$ cat src/rtl/alu_pkg.sv
`default_nettype none
// ============================================================================
// Module   : alu_pkg
// Brief    : Opcode encoding and FSM state type shared by the multi-cycle ALU.
// Revision : 1.0 - initial release
// ============================================================================
package alu_pkg;

  localparam logic [3:0] OP_AND  = 4'b0000;
  localparam logic [3:0] OP_OR   = 4'b0001;
  localparam logic [3:0] OP_ADD  = 4'b0010;
  localparam logic [3:0] OP_MUL  = 4'b0011;
  localparam logic [3:0] OP_DIVU = 4'b0100;
  localparam logic [3:0] OP_REMU = 4'b0101;
  localparam logic [3:0] OP_SUB  = 4'b0110;
  localparam logic [3:0] OP_SLTU = 4'b0111;
  localparam logic [3:0] OP_SLT  = 4'b1000;
  localparam logic [3:0] OP_NOR  = 4'b1100;

  typedef enum logic [1:0] {
    ST_IDLE = 2'd0,
    ST_MUL  = 2'd1,
    ST_DIV  = 2'd2,
    ST_DONE = 2'd3
  } state_t;

  function automatic logic is_muldiv(input logic [3:0] op);
    return (op == OP_MUL) || (op == OP_DIVU) || (op == OP_REMU);
  endfunction

endpackage
`default_nettype wire

$ cat src/rtl/seq_muldiv_unit.sv
`default_nettype none
// ============================================================================
// Module   : seq_muldiv_unit
// Brief    : Iterative shift-add multiplier and restoring divider, one bit per
//            cycle. Used by multicycle_alu only when ALU_MULDIV_EN is defined.
// Revision : 1.0 - initial release
// ============================================================================
module seq_muldiv_unit
  import alu_pkg::*;
#(
  parameter int WIDTH = 32,
  parameter int CNT_W = $clog2(WIDTH) + 1
) (
  input  logic             clk,
  input  logic             rst_n,
  input  logic             start,
  input  logic [3:0]       op,
  input  logic [WIDTH-1:0] operand1,
  input  logic [WIDTH-1:0] operand2,
  output logic             done,
  output logic [WIDTH-1:0] result
);

  logic [CNT_W-1:0] r_cnt;
  logic             r_div;
  logic             r_rem;
  logic [WIDTH-1:0] r_a;
  logic [WIDTH-1:0] r_b;
  logic [WIDTH-1:0] r_acc;

  logic [WIDTH:0]   w_rem_sh;
  logic             w_qbit;
  logic [WIDTH-1:0] w_acc_nxt;
  logic [WIDTH-1:0] w_a_nxt;
  logic [WIDTH-1:0] w_b_nxt;

  // Divide: r_a shifts the dividend out MSB-first and the quotient in LSB-first,
  // r_acc holds the partial remainder. Multiply: r_a is the shifted multiplicand.
  always_comb begin
    w_rem_sh = {r_acc, r_a[WIDTH-1]};
    w_qbit   = (w_rem_sh >= {1'b0, r_b});
    if (r_div) begin
      w_acc_nxt = w_qbit ? (w_rem_sh[WIDTH-1:0] - r_b) : w_rem_sh[WIDTH-1:0];
      w_a_nxt   = {r_a[WIDTH-2:0], w_qbit};
      w_b_nxt   = r_b;
    end else begin
      w_acc_nxt = r_acc + (r_b[0] ? r_a : '0);
      w_a_nxt   = r_a << 1;
      w_b_nxt   = r_b >> 1;
    end
  end

  // The final step's value is presented combinationally so the ALU can latch it
  // on the same edge that the counter runs out.
  assign done   = (r_cnt == CNT_W'(1));
  assign result = (r_div && !r_rem) ? w_a_nxt : w_acc_nxt;

  always_ff @(posedge clk) begin
    if (!rst_n) begin
      r_cnt <= '0;
      r_div <= 1'b0;
      r_rem <= 1'b0;
      r_a   <= '0;
      r_b   <= '0;
      r_acc <= '0;
    end else if (start) begin
      r_cnt <= CNT_W'(WIDTH);
      r_div <= (op != OP_MUL);
      r_rem <= (op == OP_REMU);
      r_a   <= operand1;
      r_b   <= operand2;
      r_acc <= '0;
    end else if (r_cnt != '0) begin
      r_cnt <= r_cnt - CNT_W'(1);
      r_a   <= w_a_nxt;
      r_b   <= w_b_nxt;
      r_acc <= w_acc_nxt;
    end
  end

endmodule
`default_nettype wire

$ cat src/rtl/multicycle_alu.sv
`default_nettype none
// ============================================================================
// Module   : multicycle_alu
// Brief    : Registered ALU with valid/ready handshake on both sides. Iterative
//            MUL/DIVU/REMU are built only when ALU_MULDIV_EN is defined.
// Revision : 1.0 - initial release
// ============================================================================
module multicycle_alu
  import alu_pkg::*;
#(
  parameter int WIDTH = 32,
  parameter int CNT_W = $clog2(WIDTH) + 1
) (
  input  logic             clk,
  input  logic             rst_n,
  input  logic             in_valid,
  output logic             in_ready,
  input  logic [3:0]       op,
  input  logic [WIDTH-1:0] operand1,
  input  logic [WIDTH-1:0] operand2,
  output logic             out_valid,
  input  logic             out_ready,
  output logic [WIDTH-1:0] result,
  output logic             carry_out,
  output logic             overflow,
  output logic             is_zero,
  output logic             busy
);

  state_t           r_state;
  logic             r_in_ready;
  logic             r_out_valid;
  logic [WIDTH-1:0] r_result;
  logic             r_carry;
  logic             r_ovf;
  logic             r_zero;

  logic [WIDTH:0]   w_sum;
  logic [WIDTH:0]   w_sub;
  logic [WIDTH-1:0] w_alu_res;
  logic             w_alu_c;
  logic             w_alu_v;

  always_comb begin
    w_sum     = {1'b0, operand1} + {1'b0, operand2};
    w_sub     = {1'b0, operand1} + {1'b0, ~operand2} + {{WIDTH{1'b0}}, 1'b1};
    w_alu_res = '0;
    w_alu_c   = 1'b0;
    w_alu_v   = 1'b0;
    case (op)
      OP_AND:  w_alu_res = operand1 & operand2;
      OP_OR:   w_alu_res = operand1 | operand2;
      OP_NOR:  w_alu_res = ~(operand1 | operand2);
      OP_ADD: begin
        w_alu_res = w_sum[WIDTH-1:0];
        w_alu_c   = w_sum[WIDTH];
        w_alu_v   = (operand1[WIDTH-1] == operand2[WIDTH-1]) &&
                    (w_sum[WIDTH-1] != operand1[WIDTH-1]);
      end
      OP_SUB: begin
        w_alu_res = w_sub[WIDTH-1:0];
        w_alu_c   = w_sub[WIDTH];
        w_alu_v   = (operand1[WIDTH-1] != operand2[WIDTH-1]) &&
                    (w_sub[WIDTH-1] != operand1[WIDTH-1]);
      end
      OP_SLTU: w_alu_res = {{(WIDTH-1){1'b0}}, (operand1 < operand2)};
      OP_SLT:  w_alu_res = {{(WIDTH-1){1'b0}}, ($signed(operand1) < $signed(operand2))};
      default: w_alu_res = '0;
    endcase
  end

`ifdef ALU_MULDIV_EN
  logic             r_busy;
  logic             w_md_start;
  logic             w_md_done;
  logic [WIDTH-1:0] w_md_result;

  assign w_md_start = (r_state == ST_IDLE) && in_valid && is_muldiv(op);

  seq_muldiv_unit #(
    .WIDTH (WIDTH),
    .CNT_W (CNT_W)
  ) u_muldiv (
    .clk      (clk),
    .rst_n    (rst_n),
    .start    (w_md_start),
    .op       (op),
    .operand1 (operand1),
    .operand2 (operand2),
    .done     (w_md_done),
    .result   (w_md_result)
  );

  assign busy = r_busy;
`else
  logic [CNT_W-1:0] w_unused_cnt;
  assign w_unused_cnt = '0;
  assign busy         = 1'b0;
`endif

  always_ff @(posedge clk) begin
    if (!rst_n) begin
      r_state     <= ST_IDLE;
      r_in_ready  <= 1'b1;
      r_out_valid <= 1'b0;
      r_result    <= '0;
      r_carry     <= 1'b0;
      r_ovf       <= 1'b0;
      r_zero      <= 1'b1;
`ifdef ALU_MULDIV_EN
      r_busy      <= 1'b0;
`endif
    end else begin
      case (r_state)
        ST_IDLE: begin
          if (in_valid) begin
            r_in_ready <= 1'b0;
`ifdef ALU_MULDIV_EN
            if (is_muldiv(op)) begin
              r_state <= (op == OP_MUL) ? ST_MUL : ST_DIV;
              r_busy  <= 1'b1;
            end else
`endif
            begin
              r_state     <= ST_DONE;
              r_out_valid <= 1'b1;
              r_result    <= w_alu_res;
              r_carry     <= w_alu_c;
              r_ovf       <= w_alu_v;
              r_zero      <= (w_alu_res == '0);
            end
          end
        end
`ifdef ALU_MULDIV_EN
        ST_MUL, ST_DIV: begin
          if (w_md_done) begin
            r_state     <= ST_DONE;
            r_busy      <= 1'b0;
            r_out_valid <= 1'b1;
            r_result    <= w_md_result;
            r_carry     <= 1'b0;
            r_ovf       <= 1'b0;
            r_zero      <= (w_md_result == '0);
          end
        end
`endif
        ST_DONE: begin
          // Re-arm only after the consumer has taken the result; a request
          // presented in this cycle waits for the following IDLE cycle.
          if (out_ready) begin
            r_state     <= ST_IDLE;
            r_out_valid <= 1'b0;
            r_in_ready  <= 1'b1;
          end
        end
        default: begin
          r_state     <= ST_IDLE;
          r_out_valid <= 1'b0;
          r_in_ready  <= 1'b1;
        end
      endcase
    end
  end

  assign in_ready  = r_in_ready;
  assign out_valid = r_out_valid;
  assign result    = r_result;
  assign carry_out = r_carry;
  assign overflow  = r_ovf;
  assign is_zero   = r_zero;

endmodule
`default_nettype wire

$ cat config.mk
export PLATFORM = sky130hd
export DESIGN_NAME = multicycle_alu
export DESIGN_NICKNAME = d
export VERILOG_FILES = /design/src/rtl/alu_pkg.sv /design/src/rtl/seq_muldiv_unit.sv /design/src/rtl/multicycle_alu.sv
export SDC_FILE = /design/constraint.sdc
export NUM_CORES = 1
export LEC_CHECK = 0
export CAP_MARGIN = 20
export CELL_PAD_IN_SITES_DETAIL_PLACEMENT = 1
export CELL_PAD_IN_SITES_GLOBAL_PLACEMENT = 1
export CORE_AREA = 2 2 199 103
export DETAILED_ROUTE_END_ITERATION = 10
export DIE_AREA = 0 0 201 105
export HOLD_SLACK_MARGIN = 0.06
export PLACE_DENSITY_LB_ADDON = 0.15
export SYNTH_ARGS = -nofsm -noshare
export SYNTH_HDL_FRONTEND = slang
export SYNTH_SLANG_ARGS = --single-unit
$ cat constraint.sdc
create_clock -name clk -period 11.5 [get_ports clk]
set_input_delay 2.3 -clock clk [delete_from_list [all_inputs] [get_ports clk]]
set_output_delay 2.3 -clock clk [all_outputs]
set_load 0.1 [all_outputs]
==> results of run 1 <==
[layout make-up]
| class | instances | area (um2) | area share [%] |
|---|---|---|---|
| inverter | 98 | 368 | 4.45 |
| tap | 266 | 333 | 4.03 |
| clock buffer | 6 | 129 | 1.56 |
| clock inverter | 1 | 8.76 | 0.106 |
| sequential | 37 | 741 | 8.96 |
| timing repair buffer | 118 | 1170 | 14.1 |
| multi-input combinational | 794 | 5520 | 66.8 |
[flip-flops by register name (all words and copies together), names as in the netlist]
name and cells:
overflow 1, is_zero 1, in_ready 1, r_state 1
carry_out 1, result 32
[final timing paths]
kind | start | to | slack (ns) | depth (start not counted)
worst max-delay path | operand1[12] | is_zero | 4.86 | 14
worst min-delay path | result[14] | result[14] | 0.46 | 2
worst max register to register | r_state[0] | is_zero | 8.60 | 10
worst min register to register | result[14] | result[14] | 0.46 | 2
[synth_stat cells (all sizes together) (13+ instances only)]
| master | instances |
|---|---|
| dfxtp | 37 |
| a221oi | 14 |
| nand2b | 14 |
| a221o | 20 |
| nand2 | 70 |
| a21o | 14 |
| nand3 | 15 |
| nor3 | 29 |
| nor2 | 118 |
| o211ai | 14 |
| o31ai | 15 |
| inv | 98 |
| clkbuf | 39 |
| o21ai | 46 |
| ha | 97 |
| a31oi | 13 |
| a21oi | 98 |
| buf | 22 |
| nor4 | 15 |
| a211oi | 30 |
[cells by family after synthesis]
family	synth area share, %
AO/OA/AOI/OAI	36.9
AND/OR/NAND/NOR	23.1
buffers and inverters	9.42
adder cells (fa/ha/maj)	18.2
flip-flops	10.8
multiplexers	0.927
XOR/XNOR	0.637
other	0.0545
[critical path, stage by stage]
cell             delay [ns]
clkdlybuf4s50_1        0.53
inv_1                  0.06
ha_1                   0.60
inv_1                  0.21
a21oi_1                0.40
o31ai_1                0.18
o31ai_1                0.63
a21oi_1                0.15
o32a_1                 0.45
a211oi_1               0.34
and4_1                 0.23
nor4bb_1               0.34
nand4_1                0.13
o31ai_1                0.27
[cells in the final DEF (no fill, tap or decap), types with 4 or more instances in the layout]
master / netlist / final
o221ai_1: 7 / 7
a211oi_1: 30 / 30
a2111oi_0: 4 / 4
buf_4: 5 / 9
a21oi_1: 95 / 95
nand4_1: 11 / 11
nand3_1: 14 / 14
a221oi_1: 13 / 13
a21o_1: 13 / 13
nor2b_1: 9 / 8
or2_2: 4 / 4
clkbuf_16: 0 / 5
nor3_1: 27 / 25
a31oi_1: 12 / 12
nand2b_1: 14 / 14
nor4_1: 15 / 14
nand2_1: 69 / 69
o21ai_0: 43 / 43
nor3_2: 2 / 4
a221o_1: 20 / 20
o211ai_1: 13 / 13
a211o_1: 6 / 6
inv_1: 98 / 98
ha_1: 97 / 97
clkdlybuf4s50_1: 0 / 108
o31a_1: 6 / 6
o22ai_1: 5 / 5
and3_1: 10 / 10
nand3b_1: 4 / 4
a311oi_1: 4 / 4
o21bai_1: 10 / 10
a31o_2: 4 / 4
a21boi_0: 4 / 4
dfxtp_1: 37 / 37
and4_1: 4 / 4
a22oi_1: 7 / 7
o31ai_1: 15 / 15
nor2_1: 118 / 118
[routing by layer]
| metal | vias up | global-route usage, % | part of all wire (%) |
|---|---|---|---|
| li1 | 3767 | - | - |
| met1 | 3898 | 38.4 | 50 |
| met2 | 189 | 43.3 | 45 |
| met3 | 18 | 3.18 | 4.0 |
| met4 | 0 | 3.39 | 0.75 |
| met5 | - | 0 | 0 |
[stage by stage]
step | cell area, um2 | total power [mW] | instances | util [%]
finish | 8270 | 0.717 | 1320 | 43.0
global route | 8270 | 0.758 | 1320 | 43.0
CTS | 8250 | 0.712 | 1319 | 42.9
detailed placement | 8110 | 0.574 | 1312 | 42.2
global placement | 8100 | 0.567 | 1311 | 42.1
floorplan | 6880 | 0.442 | 990 | -
[report_power, final]
| group | total (mW) | switching [mW] | leakage [nW] | internal, mW |
|---|---|---|---|---|
| combinational | 0.433 | 0.293 | 3.11 | 0.140 |
| sequential | 0.146 | 0.00674 | 0.305 | 0.139 |
| clock | 0.138 | 0.0582 | 0.0669 | 0.0797 |
| total | 0.717 | 0.358 | 3.48 | 0.359 |
==> summary.txt, run 1 <==
Run status
  – Status: finished, final reports clean

Power
  – Lkg Pwr: ~3.5 nW
  – PD cells: 86.7 nW/um2
  – Worst IR Drop VDD: just under 0.07 mV

STA
  – Clock skew: roughly 0.0024 ns
  – WHS: between 0.4 and 0.5 ns
  – Tmin final: 6.64 ns
  – Post-route setup slack: 4.86 ns
  – Fin. max-slew vios: 0
  – Worst Tran Pin Value: roughly 1.1 ns
  – Setup TNS: 0 ns
  – RSZ-0062 raised after global routing: false
  – Setup Viol. Count Final: 0
  – Hold Fails Final Rpt: 0
  – Relative max-transition margin: 27.8%
  – Final Cycle Share: roughly 58%
  – Fmax: about 150 MHz

Synth
  – Area share of the largest cell type after synthesis: around 18%
  – Synthesized instance count: roughly 1000
  – Cell variety after synth: between 80 and 90
  – Top FF cell, synth: dfxtp_1
  – Seq/Total Area, Yosys: ~11%
  – YS warnings: 0
  – Post-synth EDFFs: 0
  – Ys async rst share: 0%
  – Synth Net Count: roughly 1.2k
  – Register bit total from synthesis: 37
  – Synth Cell Area: around 6900 um2
  – Synth top area cells: ha_1 (18%), dfxtp_1 (11%), a21oi_1 (6.9%)
  – Post-Syn Area per Cell: 6.95 um2
  – Largest area contributor in the netlist: ha_1

Global route
  – Vias in the first global route: 7948
  – Initial antenna violation count: 0
  – GRT overflow: 0
  – First-pass GRT wire length: about 45000 um
  – Total Routing Usage GR: a little over a quarter
  – Largest net degree at the start of global routing: 52

Route
  – Pre-Repair DR Iteration Count: 5
  – Routed Antenna Nets: 0
  – Drt initial violations: between 500 and 600
  – WL final: 28500 um
  – DRC Markers: 0
  – Vias per cell: approximately 6.0
  – DR vias: 7872
  – WL/cell: 21.6 um

Clocking
  – Skew-Pair Late Insertion Delay: between 0.2 and 0.3 ns
  – CTS buffer count: 5
  – H-tree levels: 2
  – CTS resizes: 0
  – Root Buffer: clkbuf_16
  – Setup bufs post-CTS: 0
  – Clock transition at path regs: around 0.06 ns
  – CTS tree: yes
  – Clock Path Buffers: 2
  – Clock sinks: 37
  – Hold buffers post-CTS: 0

Job
  – MaxCap Viol Count: 0

Critical path
  – Crit path max fanout: 14
  – Critical path required time: between 10 and 15 ns
  – WP data arrival: between 6 and 7 ns
  – Critical path launch point type: input port
  – Crit. End Element: flip-flop
  – Kind of critical path: in -> reg

Layout
  – N_diodes: 0
  – # fillers: 2463
  – Nets: 1225
  – Layout cells sized above 1: 5.50%
  – Area grow syn2layout: 20.2%

Placed design
  – Final GP Congestion: between 0.9 and 1
  – DP HPWL: ~23000 um
  – Port bufs: 108
  – Pre-CTS WS: 4.62 ns

Floorplan
  – Ports: 110
  – Placeable Area: slightly below 20000 um2
  – Die Span Y: ~110 um
  – Starting density of the core: 35.8%
  – Site Rows: 36
  – Die width: roughly 200 um
  – Die area: between 20000 and 25000 um2

Worst hold path
  – Worst min-delay path class: reg -> reg
Power figures use the tool's default switching activity.
==> inputs of run 2 (changes only) <==
clock period = 5.8 ns   (was 11.5 ns; I/O delays follow)
==> summary.txt, run 2 (synthesis gave the netlist of run 1 again) <==
Run status
  – Status: finished, final reports clean

Global route
  – Initial antenna violation count: 1 (+1)
  – GRT overflow: 0 (unchanged)
  – First-pass GRT wire length: 45200 um (about the same)
  – Total Routing Usage GR: 26.9% (+0.34 points)
  – Vias in the first global route: 7834 (-1.4%)
  – Largest net degree at the start of global routing: 52 (unchanged)

Power
  – PD cells: 177 nW/um2 (+100%)
  – Lkg Pwr: 3.55 nW (+2.0%)
  – Worst IR Drop VDD: 0.114 mV (+66%)

Layout
  – Commonest non-fill, non-tap cell in the layout: nor2_1
  – # fillers: 2451 (-0.49%)
  – Layout cells sized above 1: 6.48% (+0.98 points)
  – Area grow syn2layout: 21.9%
  – Nets: 1235 (+0.82%)
  – Most frequent cells in the layout: nor2_1 (118), clkdlybuf4s50_1 (108), inv_1 (98)
  – Largest register FFs: 32 (unchanged)
  – Design Area, Final: 8390 um2 (+1.4%)
  – N_diodes: 0 (unchanged)

STA
  – Setup Viol. Count Final: 0 (unchanged)
  – Worst Tran Pin Value: 1.01 ns (-0.0693 ns)
  – RSZ-0062 raised after global routing: false
  – Tmin final: about 5.4 ns
  – Relative max-transition margin: 32.3% (+4.5 points)
  – Fin. max-slew vios: 0 (unchanged)
  – Clock skew: 0.00303 ns (+0.000631 ns)
  – Hold Fails Final Rpt: 0 (unchanged)
  – Fmax: between 150 and 200 MHz
  – Setup TNS: 0 ns (unchanged)
  – Final Cycle Share: 93.9%

Route
  – Metal-1 WL: 14500 um (+1.3%)
  – WL/cell: 22.1 um (+2.3%)
  – Routed Antenna Nets: 0 (unchanged)
  – Met3 routed WL: 1460 um (+27%)
  – Drt initial violations: 515 (-7.7%)
  – WL final: 29400 um (+3.1%)
  – Vias per cell: 5.94 (-0.34%)
  – Top Metal Used: met5
  – Met2 wire len: 13100 um (+2.2%)
  – DR vias: 7911 (+0.50%)
  – DRC Markers: 0 (unchanged)
  – Pre-Repair DR Iteration Count: 5 (unchanged)

Floorplan
  – Ports: 110 (unchanged)
  – Site Rows: 36 (unchanged)
  – Die Span Y: 105 um (unchanged)
  – Starting density of the core: 35.8% (unchanged)
  – Die width: 201 um (unchanged)
  – Placeable Area: 19200 um2 (unchanged)
  – Die area: 21100 um2 (unchanged)

Clocking
  – Skew-Pair Late Insertion Delay: 0.29 ns (about the same)
  – Setup bufs post-CTS: 0 (unchanged)
  – Clock sinks: 37 (unchanged)
  – CTS resizes: 0 (unchanged)
  – CTS tree: yes
  – Hold buffers post-CTS: 0 (unchanged)
  – Clock Path Buffers: 2 (unchanged)
  – Root Buffer: clkbuf_16
  – H-tree levels: 2 (unchanged)
  – CTS buffer count: 5 (unchanged)
  – Clock transition at path regs: 0.06 ns (about the same)

Critical path
  – Crit path max fanout: 14 (unchanged)
  – Kind of critical path: in -> reg
  – Critical path launch point type: input port
  – WP data arrival: 5.65 ns (-1.18 ns)
  – Critical path required time: 6.00 ns (-5.69 ns)
  – Crit. End Element: flip-flop

Placed design
  – Final GP Congestion: 0.924 (-0.21%)
  – Dpl cell area: 8190 um2 (+0.93%)
  – Port bufs: 108 (unchanged)
  – DP HPWL: 23700 um (+3.9%)

Worst hold path
  – Worst min-delay path class: reg -> reg

Job
  – MaxCap Viol Count: 0 (unchanged)
run 2: changes by cell type in the layout (fill, tap and decap cells not counted), sizes merged:
cell	previous run	this run
clkinv	1	0
buf	10	20
bufinv	0	1
clkbuf	6	7
run 2: metal layers:
metal | track usage, % | up-vias
met5 | 0 | -
met4 | 3.70 | 2
met3 | 3.99 | 29
met2 | 43.8 | 192
met1 | 38.3 | 3897
li1 | - | 3791
run 2: area by class of cell:
type,instances,area [um2],share of cell area (%)
clock inverter,1,30.0,0.358
tap,266,333,3.97
inverter,98,368,4.39
clock buffer,7,143,1.70
timing repair buffer,128,1250,14.9
sequential,37,741,8.83
multi-input combinational,794,5520,65.8
run 2: worst paths after layout:
kind / to / start / depth (start not counted) / slack [ns]
max: is_zero / operand2[12] / 14 / 0.35
min: result[18] / result[18] / 2 / 0.47
max reg2reg: is_zero / r_state[0] / 10 / 3.04
min reg2reg: result[18] / result[18] / 2 / 0.47
run 2: metrics by stage:
step | cells | total power, mW | utilization, % | hold slack [ns] | setup slack (ns)
after floorplan | 990 | 0.876 | - | 0.884 | 1.76
after global placement | 1322 | 1.14 | 42.6 | 0.444 | 0.116
after detailed placement | 1322 | 1.15 | 42.6 | 0.454 | 0.156
after CTS | 1330 | 1.47 | 43.5 | 0.469 | 0.435
after global routing | 1331 | 1.56 | 43.6 | 0.485 | 0.0472
final | 1331 | 1.48 | 43.6 | 0.469 | 0.351
run 2: critical path, stage by stage:
cell	delay (ns)
clkdlybuf4s50_1	0.50
inv_1	0.07
ha_1	0.64
inv_1	0.25
a21oi_1	0.39
o31ai_1	0.18
o31ai_1	0.68
a21oi_1	0.15
o32a_1	0.43
a211oi_1	0.33
and4_1	0.22
nor4bb_1	0.28
nand4_1	0.12
o31ai_1	0.24
run 2: where the power goes:
| part | internal, mW | switching [mW] | total (mW) |
|---|---|---|---|
| sequential | 0.275 | 0.0132 | 0.289 |
| clock | 0.215 | 0.108 | 0.323 |
| combinational | 0.285 | 0.584 | 0.869 |
==> RTL edit: new RTL, flow settings as in run 2 <==
The parameter `WIDTH` goes from 32 to 16.
--- a/src/rtl/multicycle_alu.sv
+++ b/src/rtl/multicycle_alu.sv
@@ -9,5 +9,5 @@
   import alu_pkg::*;
 #(
-  parameter int WIDTH = 32,
+  parameter int WIDTH = 16,
   parameter int CNT_W = $clog2(WIDTH) + 1
 ) (
Ports: changed (resized operand1, operand2 and result); port bits go from 110 to 62. The function was not compared with the original's and may differ.
==> RTL edit against run 2 <==
  * Count of clock-buffer cells in the layout is 3 lower
  * Worst hold slack worse by 5.6 ps
  * Wire length is 50% lower
  * Core utilization is 20 points lower
  * Sequential cell count is 16 lower
  * Total power is 50% lower
  * Area after synthesis is 50% lower
  * Design area is 47% lower
  * Global-route usage is 13 points lower
  * Sequential power is 43% lower
  * Worst setup slack better by 850 ps
  * Non-clock buffer count is 56 lower
  * Clock power is 55% lower
  * Critical endpoint unchanged
  * Largest cell class unchanged
  * Largest power group unchanged
  * Highest routed layer is now met4
==> RTL edit: results <==
set metrics [dict create \
    multi_input_area_share_pct 61.5 \
    ys_top_cells_by_area "ha_1 (19%), dfxtp_1 (12%), inv_1 (5.5%), a21oi_1 (5.4%), nor2_1 (4.3%)" \
    p_switching_mw 0.351 \
    syn_nets 579 \
    synth_common_cells "ha_1 (52), inv_1 (51), nor2_1 (40)" \
    syn_inst 485 \
    grtUsageTotal_pct 13.7 \
    grt_util_met3_pct 0.967 \
    drt-total-wl_um 14600 \
    clock_area_share_pct 1.77 \
    clock_latency_ps 250 \
    seqPwrFrac_pct 22.0 \
    critPathMaxFanout 4 \
    cts_max_level 1 \
    pre_cts_ws_ps 1010 \
    cts_buffers 3 \
    drt_iter0_drc 115 \
    arrival_ps 4760 \
    largest_reg_flops 16 \
    max_stage_delay_ps 810 \
    wl_met3_um 420 \
    multi_input_gates 386 \
    gr-usage-met2_pct 19.8 \
    max-vdd-ir-drop_mv 0.0829 \
    leakage_nw 1.83 \
    use_met1_pct 21.8 \
    startpoint "operand1[0]" \
    antenna_found_initial 0 \
    start_util_pct 18.0 \
    synth_compound_area_share_pct 37.1 \
    worst_r2r_path_depth 8 \
    p_clk_mw 0.145 \
    io_buffer_count 60 \
    place_area_um2 4370 \
    nets 629 \
    fin_worst_skew_ps 1.92 \
    yosys.area_share.xor_xnor_pct 0.253 \
    grt_pass1_wl_um 22800 \
    inverters 51 \
    slowest_stage "a2111oi_2" \
    buf_share_pct 15.5 \
    relSlewSlack_pct 33.1 \
    outcome "finished clean" \
    drive_gt1_share_pct 5.99 \
    routed.top_layer "met4" \
    ys_seq_area_share_pct 12.1 \
    grt_max_degree 20 \
]
RTL edit: cell types whose count changed in the layout (fill, tap and decap cells not counted), sizes merged, moves of 32 or more:
cell | before | now
inv | 98 | 51
nand2 | 70 | 38
a21oi | 98 | 38
ha | 97 | 52
clkdlybuf4s50 | 108 | 60
nor2 | 118 | 40
RTL edit: critical path, delay by kind of cell:
kind	cells	cell delay (ps)
AOI/OAI and AO/OA	5	1890
adders and majority gates	2	650
buffers and inverters	2	540
and+or+nand+nor	3	510
RTL edit: worst min path at each step:
stage	startpoint	to	slack [ps]
2_1_floorplan	result[5]	result[5]	890
6_report	result[5]	result[5]	460
3_3_place_gp	result[5]	result[5]	460
3_5_place_dp	result[5]	result[5]	460
4_1_cts	result[5]	result[5]	460
5_1_grt	result[5]	result[5]	500
RTL edit: stage by stage:
stage               power [mW]  util, %  hold WS (ps)
finish                   0.745     23.1           463
global route             0.795     23.1           495
CTS                      0.753     23.1           463
detailed placement       0.604     22.7           455
global placement         0.604     22.7           457
floorplan                0.458        -           888
